<file path="config.mk">
export PLATFORM = sky130hd
export DESIGN_NAME = adder_arbiter
export DESIGN_NICKNAME = d
export VERILOG_FILES = /design/src/rtl/adder_arbiter.sv
export SDC_FILE = /design/constraint.sdc
export NUM_CORES = 1
export LEC_CHECK = 0
export ABC_AREA = 1
export BUFFER_PORTS_ARGS = -buffer_cell sky130_fd_sc_hd__buf_2
export CAP_MARGIN = 20
export CORE_MARGIN = 1.5
export CORE_UTILIZATION = 55
export DETAILED_ROUTE_END_ITERATION = 6
export MAX_ROUTING_LAYER = met4
export PLACE_DENSITY_LB_ADDON = 0.1
export SETUP_SLACK_MARGIN = 0.15
export SYNTH_ARGS = -nofsm -noshare
export SYNTH_HDL_FRONTEND = slang
export SYNTH_SLANG_ARGS = --single-unit
</file>
<file path="constraint.sdc">
create_clock -name clk -period 5.1 [get_ports clk]
set_clock_uncertainty 0.05 [all_clocks]
set_input_delay 0.255 -clock clk [delete_from_list [all_inputs] [get_ports clk]]
set_output_delay 0.255 -clock clk [all_outputs]
set_load 0.01 [all_outputs]
</file>
<file path="src/rtl/adder_arbiter.sv">
// Round-robin arbiter that shares one registered WIDTH-bit adder among NUM_REQ requesters.
// Each transaction is accepted, added, and then returned with its requester ID over a valid/ready response port.
module adder_arbiter #(
    parameter int NUM_REQ = 4,
    parameter int WIDTH   = 8,
    parameter int ID_W    = 2
) (
    input  logic                     clk,
    input  logic                     rst_n,
    input  logic [NUM_REQ-1:0]       req_valid,
    input  logic [NUM_REQ*WIDTH-1:0] req_a,
    input  logic [NUM_REQ*WIDTH-1:0] req_b,
    output logic [NUM_REQ-1:0]       req_ready,
    output logic                     rsp_valid,
    input  logic                     rsp_ready,
    output logic [WIDTH-1:0]         rsp_sum,
    output logic                     rsp_carry,
    output logic [ID_W-1:0]          rsp_id,
    output logic                     busy
);

    typedef enum logic [1:0] {
        IDLE,
        ADD,
        RESP
    } state_t;

    state_t            state;
    logic [ID_W-1:0]   ptr;
    logic [ID_W-1:0]   grant_id;
    logic [ID_W-1:0]   next_ptr;
    logic              grant_found;
    logic [WIDTH-1:0]  cap_a;
    logic [WIDTH-1:0]  cap_b;
    logic [ID_W-1:0]   cap_id;

    // First valid requester at or after ptr, wrapping around the requester ring.
    always_comb begin
        grant_found = 1'b0;
        grant_id    = '0;
        for (int k = 0; k < NUM_REQ; k++) begin
            if (!grant_found && req_valid[(int'(ptr) + k) % NUM_REQ]) begin
                grant_found = 1'b1;
                grant_id    = ID_W'((int'(ptr) + k) % NUM_REQ);
            end
        end
    end

    assign next_ptr = (grant_id == ID_W'(NUM_REQ - 1)) ? '0 : grant_id + ID_W'(1);

    // Gated by rst_n so no grant is visible while the block is held in reset.
    always_comb begin
        req_ready = '0;
        if (rst_n && state == IDLE && grant_found) begin
            req_ready[grant_id] = 1'b1;
        end
    end

    assign busy = (state != IDLE);

    always_ff @(posedge clk or negedge rst_n) begin
        if (!rst_n) begin
            state     <= IDLE;
            ptr       <= '0;
            cap_a     <= '0;
            cap_b     <= '0;
            cap_id    <= '0;
            rsp_valid <= 1'b0;
            rsp_sum   <= '0;
            rsp_carry <= 1'b0;
            rsp_id    <= '0;
        end else begin
            unique case (state)
                IDLE: begin
                    if (grant_found) begin
                        cap_a  <= req_a[grant_id*WIDTH +: WIDTH];
                        cap_b  <= req_b[grant_id*WIDTH +: WIDTH];
                        cap_id <= grant_id;
                        ptr    <= next_ptr;
                        state  <= ADD;
                    end
                end
                ADD: begin
                    {rsp_carry, rsp_sum} <= {1'b0, cap_a} + {1'b0, cap_b};
                    rsp_id    <= cap_id;
                    rsp_valid <= 1'b1;
                    state     <= RESP;
                end
                RESP: begin
                    // Result fields are left in place after the handshake; only valid drops.
                    if (rsp_ready) begin
                        rsp_valid <= 1'b0;
                        state     <= IDLE;
                    end
                end
                default: state <= IDLE;
            endcase
        end
    end

endmodule
</file>
# Yosys cells after proc, flatten, opt, wreduce, memory -nomap -nowiden
# Index checks and enable logic that the tools add are counted.
[word_totals] reg_bits=34 input_bits=71 out_inout_bits=17 wordCells=76
[op_classes] add_sub_neg=5 magnitude_cmp=6 n_eq_ne=5 shifts=2 n_mux=28 bitwise_logic=3 reduce_logical=18
[op_table] op="$shiftx A32 B6 Y8" count=2
[op_table] op="$mux W2" count=7
[op_table] op="$mux W1" count=13
[op_table] op="$lt A3 B4 Y1 const B" count=3
[op_table] op="$add A8 B8 Y9" count=1
[op_table] op="$bmux W1 S2" count=4
[op_table] op="$logic_and A1 B1 Y1" count=6
[op_table] op="$lt A2 B3 Y1 const B" count=2
[op_table] op="$pmux W2 S3" count=1
[op_table] op="$reduce_and A2 Y1" count=3
[op_table] op="$reduce_or A2 Y1" count=3
[op_table] op="$add A2 B1 Y2 const B" count=2
[op_table] op="$add A2 B2 Y2 const B" count=2
[op_table] op="$eq A2 B2 Y1 const B" count=2
[op_table] op="$mux W4" count=1
[op_table] op="$ne A2 B2 Y1 const B" count=2
[op_table] op="$reduce_bool A2 Y1" count=2
[op_table] op="$and A1 B1 Y1 const A" count=3
[op_table] op="$logic_not A1 Y1" count=3
[op_table] op="$demux W1 S2" count=1
[op_table] op="$eq A2 B1 Y1 const B" count=1
[op_table] op="$ge A2 B1 Y1 const B" count=1
[op_table] op="$logic_not A2 Y1" count=1
[op_table] op="$pmux W1 S2" count=1

# Depth between registers and ports, before layout
# Gate-level depths: netlist (run 1).
[depth] ltp_word=19 depth_mapped=14 depth_no_buf=13

# Worst setup path before layout (run 1)
# No wires, ideal clock.
[synth_path] path_type="register to output" startpoint="register ptr[0]" endpoint="output port req_ready[3]" arrival_ps=1702 required_ps=4795 slack_ps=3093 stages_incl_launch_ff=15 path_buffers=2 cell_sequence="dfrtp_1 > buf_6 > nand2_1 > nand2_1 > nand2_1 > nand2_2 > nor2_4 > nand3_1 > nand2_2 > nand2_4 > buf_6 > inv_2 > ha_1 > inv_1 > nor2_1"
[synth_between] elab_chain_cells=17 word_cells_on_any_way=35 cone_classes="add/sub: 3; order compare: 2; mux: 22; reduce/logical: 8"
[synth_rtl] item="from (decl)" line_no="29" text="logic [ID_W-1:0] ptr;"
[synth_rtl] item="from (signal assigned)" line_no="79" text="ptr <= next_ptr;"
[synth_rtl] item="$add A2 B1 Y2 / $bmux W1 S2 (equally long branches)" line_no="42, 44"
[synth_rtl] item="$bmux W1 S2 / $mux W1 (equally long branches)" line_no="42" text="if (!grant_found && req_valid[(int'(ptr) + k) % NUM_REQ]) begin"
[synth_rtl] item="$mux W1 (not written as such)" line_no="42"
[synth_rtl] item="$mux W1 (not written as such) / $logic_not A1 Y1 (equally long branches)" line_no="42"
[synth_rtl] item="$logic_and A1 B1 Y1" line_no="42"
[synth_rtl] item="$mux W1" line_no="42"
[synth_rtl] item="$logic_not A1 Y1" line_no="42"
[synth_rtl] item="$logic_and A1 B1 Y1" line_no="42"
[synth_rtl] item="$mux W1" line_no="42"
[synth_rtl] item="$logic_not A1 Y1" line_no="42"
[synth_rtl] item="$logic_and A1 B1 Y1" line_no="42"
[synth_rtl] item="$mux W2" line_no="42"
[synth_rtl] item="$lt A2 B3 Y1 (not written as such) / $ge A2 B1 Y1 (equally long branches)" line_no="55" text="req_ready[grant_id] = 1'b1;"
[synth_rtl] item="$logic_and A1 B1 Y1 (not written as such)" line_no="55"
[synth_rtl] item="$mux W1 (not written as such)" line_no="55"
[synth_rtl] item="$demux W1 S2" line_no="55"
[synth_rtl] item="$mux W4 (*)" line_no="54" text="if (rst_n && state == IDLE && grant_found) begin"
[synth_rtl] item="to (decl)" line_no="13" text="output logic [NUM_REQ-1:0] req_ready,"
# Every way passes the cells marked *; elsewhere a longest branch is shown, timed or not. The select of a mux whose other input is x is not followed.

# Final worst setup path (run 1)
# Ends and elaborated chain as after synthesis.

==> flow_summary.toml, run 1 <==
[drt]
drt_wl_total_um = 6070
drc = 0
drt_iter0_markers = 144
vias_per_cell = 5.20
dr_total_vias = 2641
wire_per_inst_um = 11.9
antenna_left = 0
drtPass1Iterations = 4

[power]
p_leak_nw = 1.78
power_w = 0.00228
ir_drop_mv = 0.579
p_per_area_nw_per_um2 = 732

[timing]
rsz0062_at_grt = "false"
setup-tns-final_ns = 0
fmax_mhz = 306
fin_crit_ns = 3.26
worst_pin_slew_ns = 0.785
post-route-period-util_pct = 64.0
worst_hold_slack_ns = -0.00890
drv_slew = 0
slew_headroom_pct = 47.7
finalSetupViolations = 0
hold_violations = 13

[synthesis]
yosysUniqueCellTypes = 31
synth_area_leader_cell = "dfrtp_1"
synth_edf_count = 0
synth_area_leaders = "dfrtp_1, nand2_1, nand3_1, nand3_2, inv_1"
synth-async-reset-ratio_pct = 100
synth_top_cell_area_share_pct = 31.8
ys_warn_count = 0
syn_inst = 377
post-synth-top-count-cell = "nand2_1"
ys_seq_area_share_pct = 31.8
syn_avg_cell_area_um2 = 7.10
synth_area_um2 = 2680
ys.flop_type = "dfrtp_1"
ys_ff_latch = 34
syn-num-nets = 459
synth_commonest_cells = "nand2_1, nand3_1, inv_1, dfrtp_1, nand3b_1"

[global_routing]
grt_usage_pct = 25.4
grt_pass1_wl_um = 10400
antenna_found_initial = 0
grt_overflow = 0
grt_pass1_vias = 2397
grt_max_degree = 37

[cts]
clkSlewWorstSetupHoldPaths_ns = 0.08
postCtsSetupBuffers = 0
cts_tree = "yes"
clk_latency_ns = 0.29
cts.htree.levels = 2
clock_sinks = 34
clock-root-buffer = "clkbuf_8"
holdBufCountCts = 0
cts_resized = 0
clk_path_buf_depth = 2
cts_made_buffers = 5

[setup_path]
timing.rr.end = "ptr[1]"
path_class = "flip-flop to primary output"
crit_slowest_cell = "dfrtp_1"
cp_slowest_stage_delay_ns = 0.58
arrival_ns = 2.96
reg2reg_from = "ptr[0]"
startpoint_type = "flip-flop"
cpMostUsedCell = "nand2_1"
ff2ff_path_depth = 13
crit_chain = "inv_2 -> nand2_1 -> nand2_1 -> nand2_1 -> nand2_2 -> nor2_4 -> nand3_1 -> nand2_2 -> nand2_4 -> inv_2 -> ha_1 -> inv_1 -> nor2_1 -> buf_2"
cp.required_ns = 4.80
end_kind = "primary output"
rrSetupSlack_ns = 2.30
crit_path_max_fanout = 36

[finish]
nets = 536
n_antenna_cell = 0
drive_above_1_share_pct = 28.6
area_delta_synth_final_pct = 16.6
num-fill-cells = 452

[flow_run]
max_cap_viol_count = 0

[min_path]
hold_class = "input pin to asynchronous set/reset pin"

[status]
violations = "negative hold slack"
status = "complete, but fails checks"

[die]
die_area_um2 = 5290
num_rows = 25
die_y_um = 72.8
initial_core_util_pct = 57.0
io_pins = 88
core_um2 = 4690
die_w_um = 72.8

[placed_design]
io_buffers = 87
hpwlAfterDp_um = 4450
place.gp.congestion = 0.826
==> cell usage in the layout (no fill, tap or decap) <==
| cell | netlist | final |
|---|---|---|
| ha_1 | 10 | 10 |
| nor2_2 | 1 | 1 |
| nand2_2 | 7 | 7 |
| nor3_2 | 2 | 2 |
| nor2_1 | 12 | 12 |
| a21oi_1 | 8 | 8 |
| nand2_4 | 2 | 2 |
| or2_2 | 2 | 2 |
| fa_1 | 1 | 1 |
| nand3_1 | 60 | 60 |
| inv_1 | 38 | 38 |
| dfrtp_1 | 34 | 34 |
| o21bai_1 | 1 | 1 |
| clkbuf_8 | 0 | 5 |
| nor2_8 | 1 | 1 |
| nand2_1 | 127 | 127 |
| buf_2 | 4 | 87 |
| clkinv_2 | 0 | 2 |
| o21a_1 | 1 | 1 |
| nand3b_1 | 18 | 18 |
| nor3_1 | 1 | 1 |
| nand3_2 | 15 | 15 |
| nor2_4 | 2 | 2 |
| inv_2 | 4 | 4 |
| o311ai_0 | 1 | 1 |
| o21ai_0 | 8 | 8 |
| o21ai_1 | 3 | 3 |
| a31oi_1 | 1 | 1 |
==> power by group <==
part | internal [W] | switching (W) | total (W) | leakage (nW)
Sequential | 0.000415 | 0.0000927 | 0.000508 | 0.416
Combinational | 0.000533 | 0.00105 | 0.00158 | 1.32
Clock | 0.0000916 | 0.000100 | 0.000192 | 0.0438
==> stage by stage <==
step	utilization, %	hold slack (ns)	setup WS (ns)	std cells	cell area, um2
6_report	66.5	-0.00890	1.84	508	3120
5_1_grt	66.5	0.0683	1.48	508	3120
4_1_cts	66.5	0.0270	1.84	508	3120
3_5_place_dp	64.8	0.334	2.16	501	3040
3_3_place_gp	64.8	0.328	2.27	501	3040
2_1_floorplan	-	-0.0906	3.09	377	2680
==> registers in the layout, summed over array words and instances (netlist names) <==
name       flops
cap_a          8
cap_b          8
cap_id         2
ptr            2
rsp_carry      1
rsp_id         2
rsp_sum        8
rsp_valid      1
state          2
==> per-layer routing <==
layer  track usage (%)  vias up  wire length (um)
met1              32.9     1171              2790
met3              3.04       11               311
met4              9.22        0                89
li1                  -     1374                 -
met2              40.9       85              2880
met5                 -        -                 0
==> kinds of logic after synthesis <==
| family | share of synthesized area (%) |
|---|---|
| adders and majority gates | 5.42 |
| buffers and inverters | 11.0 |
| AOI/OAI and AO/OA | 4.68 |
| DFF | 31.8 |
| and+or+nand+nor | 47.1 |
==> final cells by class <==
type                       count  area, um2  share of cell area (%)
clock buffer                   5       68.8                    2.21
clock inverter                 2       10.0                   0.321
inverter                      42        158                    5.05
multi-input combinational    284       1530                    49.0
sequential                    34        851                    27.3
tap                           54       67.6                    2.17
timing repair buffer          87        435                    14.0
==> critical path: cells and delay by family (launching register included) <==
kind / cells / cell delay [ns]
flops: 1 / 0.58
simple gates: 9 / 1.44
fa+ha+maj: 1 / 0.16
buf+inv: 4 / 0.48
==> worst max-delay path by stage <==
stage,to,cells after the start,slack [ns],from
floorplan,req_ready[3],14,3.09,ptr[0]
global placement,req_ready[3],14,2.27,ptr[0]
detailed placement,req_ready[3],14,2.16,ptr[0]
CTS,req_ready[3],14,1.84,ptr[0]
global route,req_ready[3],14,1.48,ptr[0]
finish,req_ready[3],14,1.84,ptr[0]
No activity file was read; power rests on OpenSTA's default activity.
==> run 2, diff against run 1 <==
--- a/config.mk
+++ b/config.mk
@@ -5,11 +5,11 @@
 export SDC_FILE = /design/constraint.sdc
 export NUM_CORES = 1
 export LEC_CHECK = 0
-export ABC_AREA = 1
+export ABC_AREA = 0
 export BUFFER_PORTS_ARGS = -buffer_cell sky130_fd_sc_hd__buf_2
 export CAP_MARGIN = 20
 export CORE_MARGIN = 1.5
-export CORE_UTILIZATION = 55
+export CORE_UTILIZATION = 48
 export DETAILED_ROUTE_END_ITERATION = 6
 export MAX_ROUTING_LAYER = met4
 export PLACE_DENSITY_LB_ADDON = 0.1
==> constraint.sdc (replaced) <==
create_clock -name clk -period 3.2 [get_ports clk]
set_clock_uncertainty 0.05 [all_clocks]
set_input_delay 0.16 -clock clk [delete_from_list [all_inputs] [get_ports clk]]
set_output_delay 0.16 -clock clk [all_outputs]
set_load 0.01 [all_outputs]
==> run 2 against run 1 <==
- the flow now finishes without violations
- critical endpoint is now req_ready[0]
- sequential share of layout area increased by 4.5 points
- count of clock-buffer cells in the layout increased by 2
- design area decreased by 14%
- setup slack got worse by 1.0 ns
- core utilization decreased by 4.6 points
- cell count decreased by 31%
- critical path depth decreased by 9
- flip-flop and latch count unchanged
- largest power group unchanged
==> flow_summary.toml, run 2 <==
[cts]
cts_tree = "yes"
cts_made_buffers = 5
cts.htree.levels = 2
clock-root-buffer = "clkbuf_8"
cts_resized = 0
clk_latency_ns = 0.29
clk_path_buf_depth = 2
clock_sinks = 34
clkSlewWorstSetupHoldPaths_ns = 0.07

[setup_path]
cp.required_ns = 2.99
end_kind = "primary output"
crit_slowest_cell = "or3_1"
crit_path_start = "ptr[0]"
crit_chain = "nand2b_2 -> a211oi_1 -> or3_1 -> and3_2 -> buf_2"
startpoint_type = "flip-flop"
cp_slowest_stage_delay_ns = 0.64
arrival_ns = 2.18
ff2ff_path_depth = 8
reg2reg_from = "cap_a[0]"
crit_path_max_fanout = 17
path_class = "flip-flop to primary output"

[power]
ir_drop_mv = 0.471
p_leak_nw = 1.38
p_per_area_nw_per_um2 = 1010

[timing]
worst_pin_slew_ns = 0.763
drv_slew = 0
setup-tns-final_ns = 0
worst_hold_slack_ns = 0.0889
slew_headroom_pct = 49.1
finalSetupViolations = 0
post-route-period-util_pct = 74.7
fin_crit_ns = 2.39
setup_ws_ns = 0.809
hold_violations = 0
fmax_mhz = 418
rsz0062_at_grt = "false"

[synthesis]
synth-async-reset-ratio_pct = 100
synth_top_cell_area_share_pct = 39.7
ys_warn_count = 0
yosysUniqueCellTypes = 39
syn_inst = 215
synth_commonest_cells = "dfrtp_1, nor2_1, mux2i_1, o22ai_1, nand2_1"
ys_ff_latch = 34
synth_area_um2 = 2140
synth_area_leader_cell = "dfrtp_1"
syn_avg_cell_area_um2 = 9.96
synth_area_leaders = "dfrtp_1, mux2i_1, a221oi_2, ha_1, o22ai_1"
synth_edf_count = 0
ys_seq_area_share_pct = 39.7
post-synth-top-count-cell = "dfrtp_1"
syn-num-nets = 297
ys.flop_type = "dfrtp_1"

[drt]
drtPass1Iterations = 4
drt_iter0_markers = 47
drc = 0
drt_wl_total_um = 4890
wire_per_inst_um = 13.8
antenna_left = 0
vias_per_cell = 5.36
dr_total_vias = 1892

[flow_run]
max_cap_viol_count = 0

[global_routing]
grt_overflow = 0
grt_pass1_vias = 1837
grt_usage_pct = 22.1
grt_pass1_wl_um = 8340
antenna_found_initial = 0
grt_max_degree = 39

[finish]
n_antenna_cell = 0
num-fill-cells = 391
final_cell_mix = "buf_2, dfrtp_1, nor2_1"
area_delta_synth_final_pct = 25.1
drive_above_1_share_pct = 37.9
top_regs = "cap_a x8, cap_b x8, rsp_sum x8"
nets = 382
final_common_cell = "buf_2"

[min_path]
hold_depth = 4
hold_class = "input pin to flip-flop"
hold_start = "rsp_ready"

[die]
io_pins = 88
die_area_um2 = 4870
die_y_um = 69.8
die_w_um = 69.8
initial_core_util_pct = 49.5
num_rows = 24
core_um2 = 4320

[status]
status = "completed"

[placed_design]
io_buffers = 87
pre_cts_ws_ns = 1.14
place.gp.congestion = 0.803
hpwlAfterDp_um = 3790
[run 2: area by class of cell]
class | count | area [um2] | area share (%)
inverter | 8 | 30.0 | 1.12
sequential | 34 | 851 | 31.8
tap | 52 | 65.1 | 2.43
clock buffer | 7 | 86.3 | 3.22
timing repair buffer | 92 | 475 | 17.8
multi-input combinational | 159 | 1160 | 43.5
clock inverter | 1 | 5.00 | 0.187
[run 2: where the power goes]
group / internal (W) / switching, W
sequential: 0.000659 / 0.000137
combinational: 0.000722 / 0.000862
clock: 0.000173 / 0.000150
total: 0.00155 / 0.00115
[run 2: cell families (layout without fill, tap and decap cells)]
family | after synthesis | count (layout) | synth area share (%)
xor+xnor | 4 | 4 | 1.64
compound gates | 69 | 69 | 24.8
buf+inv | 22 | 108 | 5.84
fa+ha+maj | 11 | 11 | 6.78
mux | 20 | 20 | 9.53
simple gates | 55 | 55 | 11.7
flops | 34 | 34 | 39.7
[run 2: layer usage]
metal	wire (um)	up-vias	GRT usage, %
met3	176	11	3.92
met2	2390	50	36.7
met4	87	0	7.91
li1	-	971	-
met5	0	-	-
met1	2240	860	27.1
[run 2: what timing repair did]
action,in CTS,in global routing
endpoints found under the hold margin,34,0
hold buffers,1,0
setup buffers,0,0
[run 2: worst max-delay path, delay by kind of cell, from the launching register on]
kind,cells,cell delay (ns)
simple gates,3,1.14
buf+inv,1,0.13
compound gates,1,0.22
flops,1,0.41
[run 2: path summary, 6_finish.rpt]
kind | to | slack, ns
worst max-delay path | req_ready[0] | 0.81
worst min-delay path | state[1] | 0.09
worst max register to register | rsp_carry | 1.14
worst min register to register | rsp_sum[4] | 0.42
max in group asynchronous | cap_b[2] | 2.40
min in group asynchronous | rsp_valid | 0.38
[run 2: stage by stage]
stage / std cells / instance area, um2 / utilization [%] / power, W
floorplan: 215 / 2140 / - / 0.00205
global placement: 344 / 2580 / 59.6 / 0.00238
detailed placement: 344 / 2580 / 59.6 / 0.00240
CTS: 353 / 2680 / 61.9 / 0.00274
global route: 353 / 2680 / 61.9 / 0.00300
finish: 353 / 2680 / 61.9 / 0.00270
